**config.mk**
```make
export PLATFORM = sky130hd
export DESIGN_NAME = uart_line_rx_flat
export DESIGN_NICKNAME = d
export VERILOG_FILES = /design/src/rtl/uart_pkg.sv /design/src/rtl/uart_if.sv /design/src/rtl/uart_line_buf.sv /design/src/rtl/uart_line_rx.sv /design/src/flat_wrapper.sv
export SDC_FILE = /design/constraint.sdc
export NUM_CORES = 1
export LEC_CHECK = 0
export BUFFER_PORTS_ARGS = -buffer_cell sky130_fd_sc_hd__buf_2
export CORE_ASPECT_RATIO = 0.7
export CORE_MARGIN = 1
export CORE_UTILIZATION = 55
export CTS_BUF_LIST = sky130_fd_sc_hd__clkbuf_8
export DETAILED_ROUTE_END_ITERATION = 10
export PLACE_DENSITY = 0.73
export SLEW_MARGIN = 15
export SYNTH_ARGS = -nofsm -noshare
export SYNTH_HDL_FRONTEND = slang
export SYNTH_SLANG_ARGS = --single-unit
```
**constraint.sdc**
```tcl
create_clock -name clk -period 4.3 [get_ports clk]
set_input_delay 0.43 -clock clk [delete_from_list [all_inputs] [get_ports clk]]
set_output_delay 0.43 -clock clk [all_outputs]
set_load 0.05 [all_outputs]
```
**src/rtl/uart_pkg.sv**
```systemverilog
// rtl/uart_pkg.sv - shared UART line-path types, byte constants and width helpers
//
// Contents:
//   line_state_e  : COLLECT / DISCARD / HOLD states of the line assembler
//   UART_CR/LF    : carriage return and line feed byte values
//   uart_len_w    : width needed to count 0..max_len
//   uart_addr_w   : width needed to address max_len entries (minimum 1)
package uart_pkg;

    typedef enum logic [1:0] {
        COLLECT = 2'd0,
        DISCARD = 2'd1,
        HOLD    = 2'd2
    } line_state_e;

    localparam logic [7:0] UART_CR = 8'h0D;
    localparam logic [7:0] UART_LF = 8'h0A;

    function automatic int uart_len_w(input int max_len);
        return $clog2(max_len + 1);
    endfunction

    function automatic int uart_addr_w(input int max_len);
        return (max_len > 1) ? $clog2(max_len) : 1;
    endfunction

endpackage

```
**src/rtl/uart_if.sv**
```systemverilog
// rtl/uart_if.sv - byte stream interface shared by the UART path blocks
//
// Signals:
//   data[7:0] : byte on the stream
//   valid     : source presents a byte
//   ready     : sink can take the byte; transfer on valid && ready
// Modports: sink (consumer side), source (producer side).
interface UartIF;
    logic [7:0] data;
    logic       valid;
    logic       ready;

    modport sink   (input data, input valid, output ready);
    modport source (output data, output valid, input ready);
endinterface

```
**src/rtl/uart_line_buf.sv**
```systemverilog
// rtl/uart_line_buf.sv - DEPTH x 8 simple dual-port line buffer RAM
//
// Ports:
//   clk, rst_n : clock, synchronous active-low reset (read register only)
//   we, waddr, wdata : synchronous write port
//   raddr, rdata     : registered read port, 1-cycle latency;
//                      raddr >= DEPTH reads 8'h00
// A read and write of the same address on one edge returns the old byte.
module uart_line_buf #(
    parameter int DEPTH = 16,
    parameter int AW    = 4
) (
    input  logic          clk,
    input  logic          rst_n,
    input  logic          we,
    input  logic [AW-1:0] waddr,
    input  logic [7:0]    wdata,
    input  logic [AW-1:0] raddr,
    output logic [7:0]    rdata
);

    // No reset on the storage so it maps onto distributed RAM.
    logic [7:0] mem [DEPTH];

    always_ff @(posedge clk) begin
        if (we) begin
            mem[waddr] <= wdata;
        end
    end

    always_ff @(posedge clk) begin
        if (!rst_n) begin
            rdata <= 8'h00;
        end else if (int'(raddr) < DEPTH) begin
            rdata <= mem[raddr];
        end else begin
            rdata <= 8'h00;
        end
    end

endmodule

```
**src/rtl/uart_line_rx.sv**
```systemverilog
// rtl/uart_line_rx.sv - assembles received UART bytes into CR-terminated lines
//
// Parameters: MAX_LEN (buffer depth in bytes), TERM (terminator byte).
// Ports:
//   clk, rst_n  : clock, synchronous active-low reset
//   rxPort      : UartIF sink, byte stream from the receiver
//   txPort      : UartIF source, local echo toward the transmitter
//                 (present only when UART_LINE_ECHO_EN is defined)
//   line_valid  : a completed line is held
//   line_len    : stored byte count of the held line (terminator excluded)
//   line_ovf    : the line was longer than MAX_LEN; extra bytes dropped
//   line_ack    : one-cycle pulse releasing the held line
//   rd_addr     : buffer read address
//   rd_data     : buffer byte at rd_addr, one cycle later
// Build option: UART_LINE_ECHO_EN enables the echo port.
module uart_line_rx
    import uart_pkg::*;
#(
    parameter int         MAX_LEN = 16,
    parameter logic [7:0] TERM    = 8'h0D
) (
    input  logic                               clk,
    input  logic                               rst_n,
    UartIF.sink                                rxPort,
`ifdef UART_LINE_ECHO_EN
    UartIF.source                              txPort,
`endif
    output logic                               line_valid,
    output logic [uart_len_w(MAX_LEN)-1:0]     line_len,
    output logic                               line_ovf,
    input  logic                               line_ack,
    input  logic [uart_addr_w(MAX_LEN)-1:0]    rd_addr,
    output logic [7:0]                         rd_data
);

    localparam int LW = uart_len_w(MAX_LEN);
    localparam int AW = uart_addr_w(MAX_LEN);
    localparam logic [LW-1:0] FULL = LW'(MAX_LEN);

    line_state_e   state;
    logic [LW-1:0] idx;
    logic          accept;
    logic          is_lf;
    logic          is_term;
    logic          buf_we;

`ifdef UART_LINE_ECHO_EN
    // Echo path: the byte is only taken when the transmitter can take it too,
    // so both sides see the same transfer edge.
    assign rxPort.ready = (state != HOLD) && txPort.ready;
    assign txPort.data  = rxPort.data;
    assign txPort.valid = rst_n && (state != HOLD) && rxPort.valid;
`else
    assign rxPort.ready = (state != HOLD);
`endif

    assign accept  = rxPort.valid && rxPort.ready;
    assign is_lf   = (rxPort.data == UART_LF);
    assign is_term = (rxPort.data == TERM);
    assign buf_we  = accept && (state == COLLECT) && !is_lf && !is_term && (idx < FULL);

    always_ff @(posedge clk) begin
        if (!rst_n) begin
            state      <= COLLECT;
            idx        <= '0;
            line_valid <= 1'b0;
            line_len   <= '0;
            line_ovf   <= 1'b0;
        end else begin
            case (state)
                COLLECT: begin
                    // LF is swallowed everywhere so CRLF terminals behave.
                    if (accept && !is_lf) begin
                        if (is_term) begin
                            // A bare terminator is an empty line and is ignored.
                            if (idx != '0) begin
                                state      <= HOLD;
                                line_valid <= 1'b1;
                                line_len   <= idx;
                                line_ovf   <= 1'b0;
                            end
                        end else if (idx < FULL) begin
                            idx <= idx + 1'b1;
                        end else begin
                            line_ovf <= 1'b1;
                            state    <= DISCARD;
                        end
                    end
                end
                DISCARD: begin
                    if (accept && !is_lf && is_term) begin
                        state      <= HOLD;
                        line_valid <= 1'b1;
                        line_len   <= FULL;
                        line_ovf   <= 1'b1;
                    end
                end
                HOLD: begin
                    if (line_ack) begin
                        state      <= COLLECT;
                        idx        <= '0;
                        line_valid <= 1'b0;
                        line_ovf   <= 1'b0;
                    end
                end
                default: begin
                    state <= COLLECT;
                end
            endcase
        end
    end

    uart_line_buf #(
        .DEPTH (MAX_LEN),
        .AW    (AW)
    ) u_buf (
        .clk   (clk),
        .rst_n (rst_n),
        .we    (buf_we),
        .waddr (idx[AW-1:0]),
        .wdata (rxPort.data),
        .raddr (rd_addr),
        .rdata (rd_data)
    );

endmodule

```
**src/flat_wrapper.sv**
```systemverilog
// flat-port wrapper written by rule: the top's interface ports become plain ports
module uart_line_rx_flat import uart_pkg::*;
#(
    parameter int         MAX_LEN = 16,
    parameter logic [7:0] TERM    = 8'h0D
)
  (clk, rst_n, line_valid, line_len, line_ovf, line_ack, rd_addr, rd_data, rxPort_data, rxPort_valid, rxPort_ready);
  UartIF rxPort_i ();
  input  logic clk;
  input  logic rst_n;
  output logic line_valid;
  output logic [uart_len_w(MAX_LEN)-1:0] line_len;
  output logic line_ovf;
  input  logic line_ack;
  input  logic [uart_addr_w(MAX_LEN)-1:0] rd_addr;
  output logic [7:0] rd_data;
  input wire logic [$bits(rxPort_i.data)-1:0] rxPort_data;
  input wire logic [$bits(rxPort_i.valid)-1:0] rxPort_valid;
  output wire logic [$bits(rxPort_i.ready)-1:0] rxPort_ready;
  assign rxPort_i.data = rxPort_data;
  assign rxPort_i.valid = rxPort_valid;
  assign rxPort_ready = rxPort_i.ready;
  uart_line_rx #(.MAX_LEN(MAX_LEN), .TERM(TERM)) u_core (.clk(clk), .rst_n(rst_n), .rxPort(rxPort_i), .line_valid(line_valid), .line_len(line_len), .line_ovf(line_ovf), .line_ack(line_ack), .rd_addr(rd_addr), .rd_data(rd_data));
endmodule
```
After elaboration in Yosys (flattened, before gate mapping)
Memories as Yosys holds them, arrays and structs flattened. A register that Yosys moved wholly into a read port is not among the register bits.
Cells that the tools add are included.
- register bits: 14
- bits in writable memories: 128
- input port bits: 16
- output and inout port bits: 16
- word-level logic and storage cells: 72
- memories kept: 1
- add/subtract/negate cells: 1
- magnitude comparators: 1
- equal/unequal tests: 14
- muxes and demuxes: 30
- reductions and logical operators: 20
- memory list (memory ; words ; width ; rd ports ; clocked after memory_dff ; write ports ; line ; text):
    u_core.u_buf.mem ; 16 ; 8 ; 1 ; 1 ; 1 ; uart_line_buf.sv:23 ; logic [7:0] mem [DEPTH];
- operators with widths (operator ; number):
    2-to-1 mux 5 bit ; 8
    one-hot mux 5 bit (2 select lines) ; 2
    equality test 8 x 4 -> 1 bit (second input constant) ; 2
    AND reduction 5 bit ; 3
    2-to-1 mux 2 bit ; 6
    != test 2 bit (second input constant) ; 6
    AND reduction 6 bit ; 2
    2-to-1 mux 1 bit ; 11
    logical AND 1 bit ; 7
    one-hot mux 1 bit (3 select lines) ; 2
    one-hot mux 2 bit (3 select lines) ; 1
    adder 5 x 1 -> 5 bit (second input constant) ; 1
    less-than comparator 5 bit (second input constant) ; 1
    nonzero test 5 bit ; 1
    != test 2 x 1 -> 1 bit (second input constant) ; 2
    nonzero test 2 bit ; 2
    logical NOT 1 bit ; 3
    != test 3 x 2 -> 1 bit (second input constant) ; 1
    != test 3 bit (second input constant) ; 1
    nonzero test 3 bit ; 1
    equality test 2 x 1 -> 1 bit (second input constant) ; 1
    equality test 2 bit (second input constant) ; 1
    logical NOT 2 bit ; 1

Longest topological paths before layout
- depth after elaboration: 8
- mapped depth: 9
- gate-level depth less buffers: 7

Hierarchy
A second synthesis with hierarchy kept.
- cells, all modules: 323
- area, all modules: 5975.7 um2
- modules (own cells, without submodules) (module ; times used ; cells an instance ; area each (um2) ; sequential area each (um2)):
    uart_line_buf ; 1 ; 228 ; 5162.5 ; 4003.8
    uart_line_rx ; 1 ; 95 ; 813.3 ; 280.3

Worst setup path after synthesis
OpenSTA, ideal clock, no wires.
- path kind: reg-to-reg
- from: register u_core.state[0]
- to: memory u_core.u_buf.mem[0][0], enable pin
- library setup time: 0.383 ns
- arrival time: 2.003 ns
- required time: 3.917 ns
- setup slack: 1.914 ns
- cell stages (with the launch flop): 8
- buffers on the path: 1
- period minus slack after synthesis: 2.386 ns
- cell sequence: dfxtp_1 inv_1 ha_1 clkbuf_1 nor2b_1 o211a_1 nand2_1 nor3_1
- word-level cells in the longest chain between the ends: 8
- elaborated cells between the ends (all ways): 9
- classes of those cells: eq/ne: 1; mux: 2; reduce/logical: 6
- RTL lines (item ; line ; text):
    start, declared ; uart_line_rx.sv:40 ; line_state_e state;
    start signal, assigned ; uart_line_rx.sv:64 ; state <= COLLECT;
    start signal, assigned ; uart_line_rx.sv:77 ; state <= HOLD;
    start signal, assigned ; uart_line_rx.sv:86 ; state <= DISCARD;
    != test 2 bit ; uart_line_rx.sv:54 ; assign rxPort.ready = (state != HOLD);
    logical AND 1 bit ; uart_line_rx.sv:57 ; assign accept = rxPort.valid && rxPort.ready;
    logical AND 1 bit (*) (4 in series) ; uart_line_rx.sv:60 ; assign buf_we = accept && (state == COLLECT) && !is_lf && !is_term && (idx < FULL);
    2-to-1 mux 1 bit (*) ; uart_line_buf.sv:26 ; if (we) begin
    2-to-1 mux 1 bit (implied by the code) (*) ; uart_line_buf.sv:27 ; mem[waddr] <= wdata;
    end, declared ; uart_line_buf.sv:23 ;
Mark *: on every way between the ends. The rest lies on a longest branch, timed or not.

Final worst setup path
- from: register u_core.state[0]
- to: memory u_core.u_buf.mem[1][5], enable pin
Same word-level chain as after synthesis.

==> summary.txt <==
status -> finished, final reports clean
WS Path Type -> register to register
Mapped Avg Cell Area -> 18.59 µm²
fin nets -> 393
gr ovfl total -> 0
share of the synthesized area in the top cell type -> 64.20%
Worst Max-Slew Pin Slew -> 1.103 ns
initial antenna violation count -> 0
most frequent cells in the layout -> edfxtp_1 (128), mux4_2 (40), buf_2 (31)
met3 WL post-DR -> 952 µm
Post-CTS Hold Fix Bufs -> 0
LEAKAGE -> 2.254 nW
pin count of the biggest net entering global routing -> 33
Die Y -> 89.29 µm
1st-iter DRT viols -> 327
HP Class -> primary input to register
Inst Count DP -> 482
CP Max Fanout -> 9
CP max stage delay -> 0.86 ns
length of routed met2 wiring -> 5268 µm
non-filler cells, final -> 514
1st-pass router iterations -> 5
setup TNS -> 0 ns
mux contribution to synthesized area -> 15.72%
Skew-Pair Late Insertion Delay -> 0.45 ns
Fill cells -> 711
cell row count -> 31
share of cells above drive strength 1 -> 30.63%
die footprint -> 11,310 µm²
most area-hungry cell type in the Yosys netlist -> edfxtp_1
fin crit share -> 65.68%
Max Slew Vio Count -> 0
combinational share of power -> 6.0%
Mapped Area -> 5987 µm²
Layout Skew -> 0.008702 ns
vias in the first global route -> 3,023
Pint -> 0.002130 W
Sequential Power Share -> 57.2%
Avg WL per Cell -> 22.98 µm
Simple-Gate Fraction of Synth Area -> 5.956%
CTS clk-pin slew, worst paths -> 0.08 ns
CTS tree -> done
core area -> 10,470 µm²
FF+latch count, synth -> 150
ANT nets after route -> 0
Worst EP arrival -> 2.89 ns
I/O pin count -> 32
largest family of logic cells by synthesized area -> multiplexers
Longest Clk Path Bufs -> 2
crit-path cells -> inv_1 > ha_1 > nor2b_1 > o211a_1 > nand2_1 > nor3_1
startpoint types -> register
global-route usage over all layers -> 23.56%
Critical Path RT -> 4.37 ns
Final min period -> 2.824 ns
# DRC -> 0
Vias -> 3,129
Synth Area in Adders -> 1.672%
Initial Util -> 57.17%
largest cells by area after synthesis -> edfxtp_1 (64%), mux4_2 (15%), dfxtp_1 (7.4%)
Overall Power -> 0.002801 W
clock power share -> 36.8%
global-route wire length before repair -> 17,990 µm
vias per cell -> 6.088
power density over cell area -> 417.7 nW/µm²
final-report setup violation count -> 0
PortBufs -> 31
Max-Cap Viols -> 0
XOR/XNOR Fraction of Synth Area -> 0%
H-tree Lvls -> 4
P&R area growth vs syn -> 12.00%
CTS Buf Count -> 17
post-synthesis compound-gate area fraction -> 3.260%
synth warn -> 0
CP endpoint kind -> register
sequential fraction of the synthesis area -> 71.56%
Final HPWL DP -> 7840 µm
Fmax -> 0.3541 GHz
Distinct cells, synth -> 38
Net Count, Synth -> 346
postcts setup bufs -> 0
Total Routed Length -> 11,810 µm
worst vdd ir -> 303.1 µV
slowest CP cell -> nor3_1
Final Wtd Congestion -> 0.8365
switching share of total power -> 23.96%
Post-Synthesis Cells -> 322
clock sinks -> 150
commonest non-fill, non-tap cell in the layout -> edfxtp_1
headroom to the max-slew limit -> 25.89%
PostCTS Resize Cnt -> 0
CTS root buf -> clkbuf_8
RSZ-0062 raised after global routing -> false
Top Metal Used -> met4
final hold vios -> 0
n_diodes -> 0
die width -> 126.7 µm
length of routed wiring on met1 -> 5481 µm
Sw Pwr -> 0.0006712 W
[cells in the mapped netlist]
| master | instances |
|---|---|
| nand2b_1 | 4 |
| nor3_1 | 5 |
| buf_6 | 1 |
| nor2_1 | 25 |
| dfxtp_1 | 22 |
| and3b_1 | 1 |
| ha_1 | 8 |
| a21boi_0 | 1 |
| o2111ai_1 | 1 |
| a41oi_1 | 3 |
| buf_4 | 3 |
| or3b_1 | 1 |
| and2_1 | 8 |
| buf_2 | 1 |
| o221ai_1 | 1 |
| a2111o_1 | 1 |
| o221a_2 | 1 |
| inv_1 | 9 |
| a21o_1 | 1 |
| nor2b_1 | 3 |
| or3_1 | 1 |
| a211oi_1 | 3 |
| o211ai_1 | 1 |
| mux2i_1 | 4 |
| o21ai_0 | 4 |
| nand3_1 | 4 |
| nor4_4 | 1 |
| clkbuf_1 | 6 |
| buf_1 | 4 |
| a21oi_1 | 7 |
| mux4_2 | 40 |
| o211a_1 | 1 |
| o311a_1 | 1 |
| nand4bb_1 | 2 |
| nand2_1 | 13 |
| nor3b_1 | 1 |
| edfxtp_1 | 128 |
| a311oi_1 | 1 |
[routing by layer]
| layer | up-vias | global-route usage [%] |
|---|---|---|
| li1 | 1386 | - |
| met1 | 1600 | 33.73 |
| met2 | 131 | 34.71 |
| met3 | 12 | 8.378 |
| met4 | 0 | 7.035 |
| met5 | - | 0 |
[critical path, delay by kind of cell, from the launching register on]
| family | cells | cell delay [ns] |
|---|---|---|
| flops | 1 | 0.34 |
| fa+ha+maj | 1 | 0.31 |
| simple gates | 3 | 1.36 |
| buf+inv | 1 | 0.09 |
| compound gates | 1 | 0.34 |
[power groups by stage]
| stage | combinational [W] | clock (W) | sequential (W) |
|---|---|---|---|
| detailed placement | 0.000169 | 0 | 0.00164 |
| global route | 0.000181 | 0.00111 | 0.00161 |
| floorplan | 0.0000914 | 0 | 0.00166 |
| global placement | 0.000167 | 0 | 0.00164 |
| finish | 0.000169 | 0.00103 | 0.00160 |
| CTS | 0.000169 | 0.00105 | 0.00160 |
[flip-flops by register name, indices dropped and copies added (netlist names)]
signal              count
u_core.u_buf.mem      128
u_core.line_valid       1
u_core.line_len         5
u_core.line_ovf         1
u_core.idx              5
u_core.state            2
u_core.u_buf.rdata      8
[final cells by class]
type / instances / area [µm²] / area share, %
timing repair buffer: 43 / 245.2 / 3.657
inverter: 9 / 33.78 / 0.5038
clock buffer: 17 / 234.0 / 3.489
multi-input combinational: 148 / 1598 / 23.83
tap: 132 / 165.2 / 2.463
sequential: 150 / 4284 / 63.89
clock inverter: 15 / 145.1 / 2.165
[metrics by stage]
| stage | setup WS (ns) | util (%) | hold WS, ns | cell area, µm² |
|---|---|---|---|---|
| 2_1_floorplan | 1.914 | - | 0.4871 | 5987 |
| 3_3_place_gp | 1.451 | 60.36 | 0.4376 | 6321 |
| 3_5_place_dp | 1.520 | 60.41 | 0.4464 | 6326 |
| 4_1_cts | 1.506 | 64.03 | 0.3398 | 6705 |
| 5_1_grt | 1.310 | 64.03 | 0.3237 | 6705 |
| 6_report | 1.476 | 64.03 | 0.3512 | 6705 |
[final timing paths]
kind                                  startpoint                          endpoint  slack (ns)  cells past startpoint
setup / recovery    u_core.state[0]$_SDFFE_PN0P_  u_core.u_buf.mem[1][5]$_DFFE_PP_        1.48                      6
hold / removal                             rst_n   u_core.line_len[4]$_SDFFE_PN0P_        0.35                      2
setup reg to reg    u_core.state[0]$_SDFFE_PN0P_  u_core.u_buf.mem[1][5]$_DFFE_PP_        1.48                      6
hold reg to reg   u_core.line_valid$_SDFFE_PN0P_    u_core.line_valid$_SDFFE_PN0P_        0.46                      2
[cells by family (layout without fill, tap and decap cells)]
logic type	after synthesis	count (layout)
flip-flops	150	150
AND/OR/NAND/NOR	69	69
multiplexers	44	44
AO/OA/AOI/OAI	27	27
buffers and inverters	24	84
adder cells (fa/ha/maj)	8	8
Note: power is estimated with default switching activity, not from simulation.
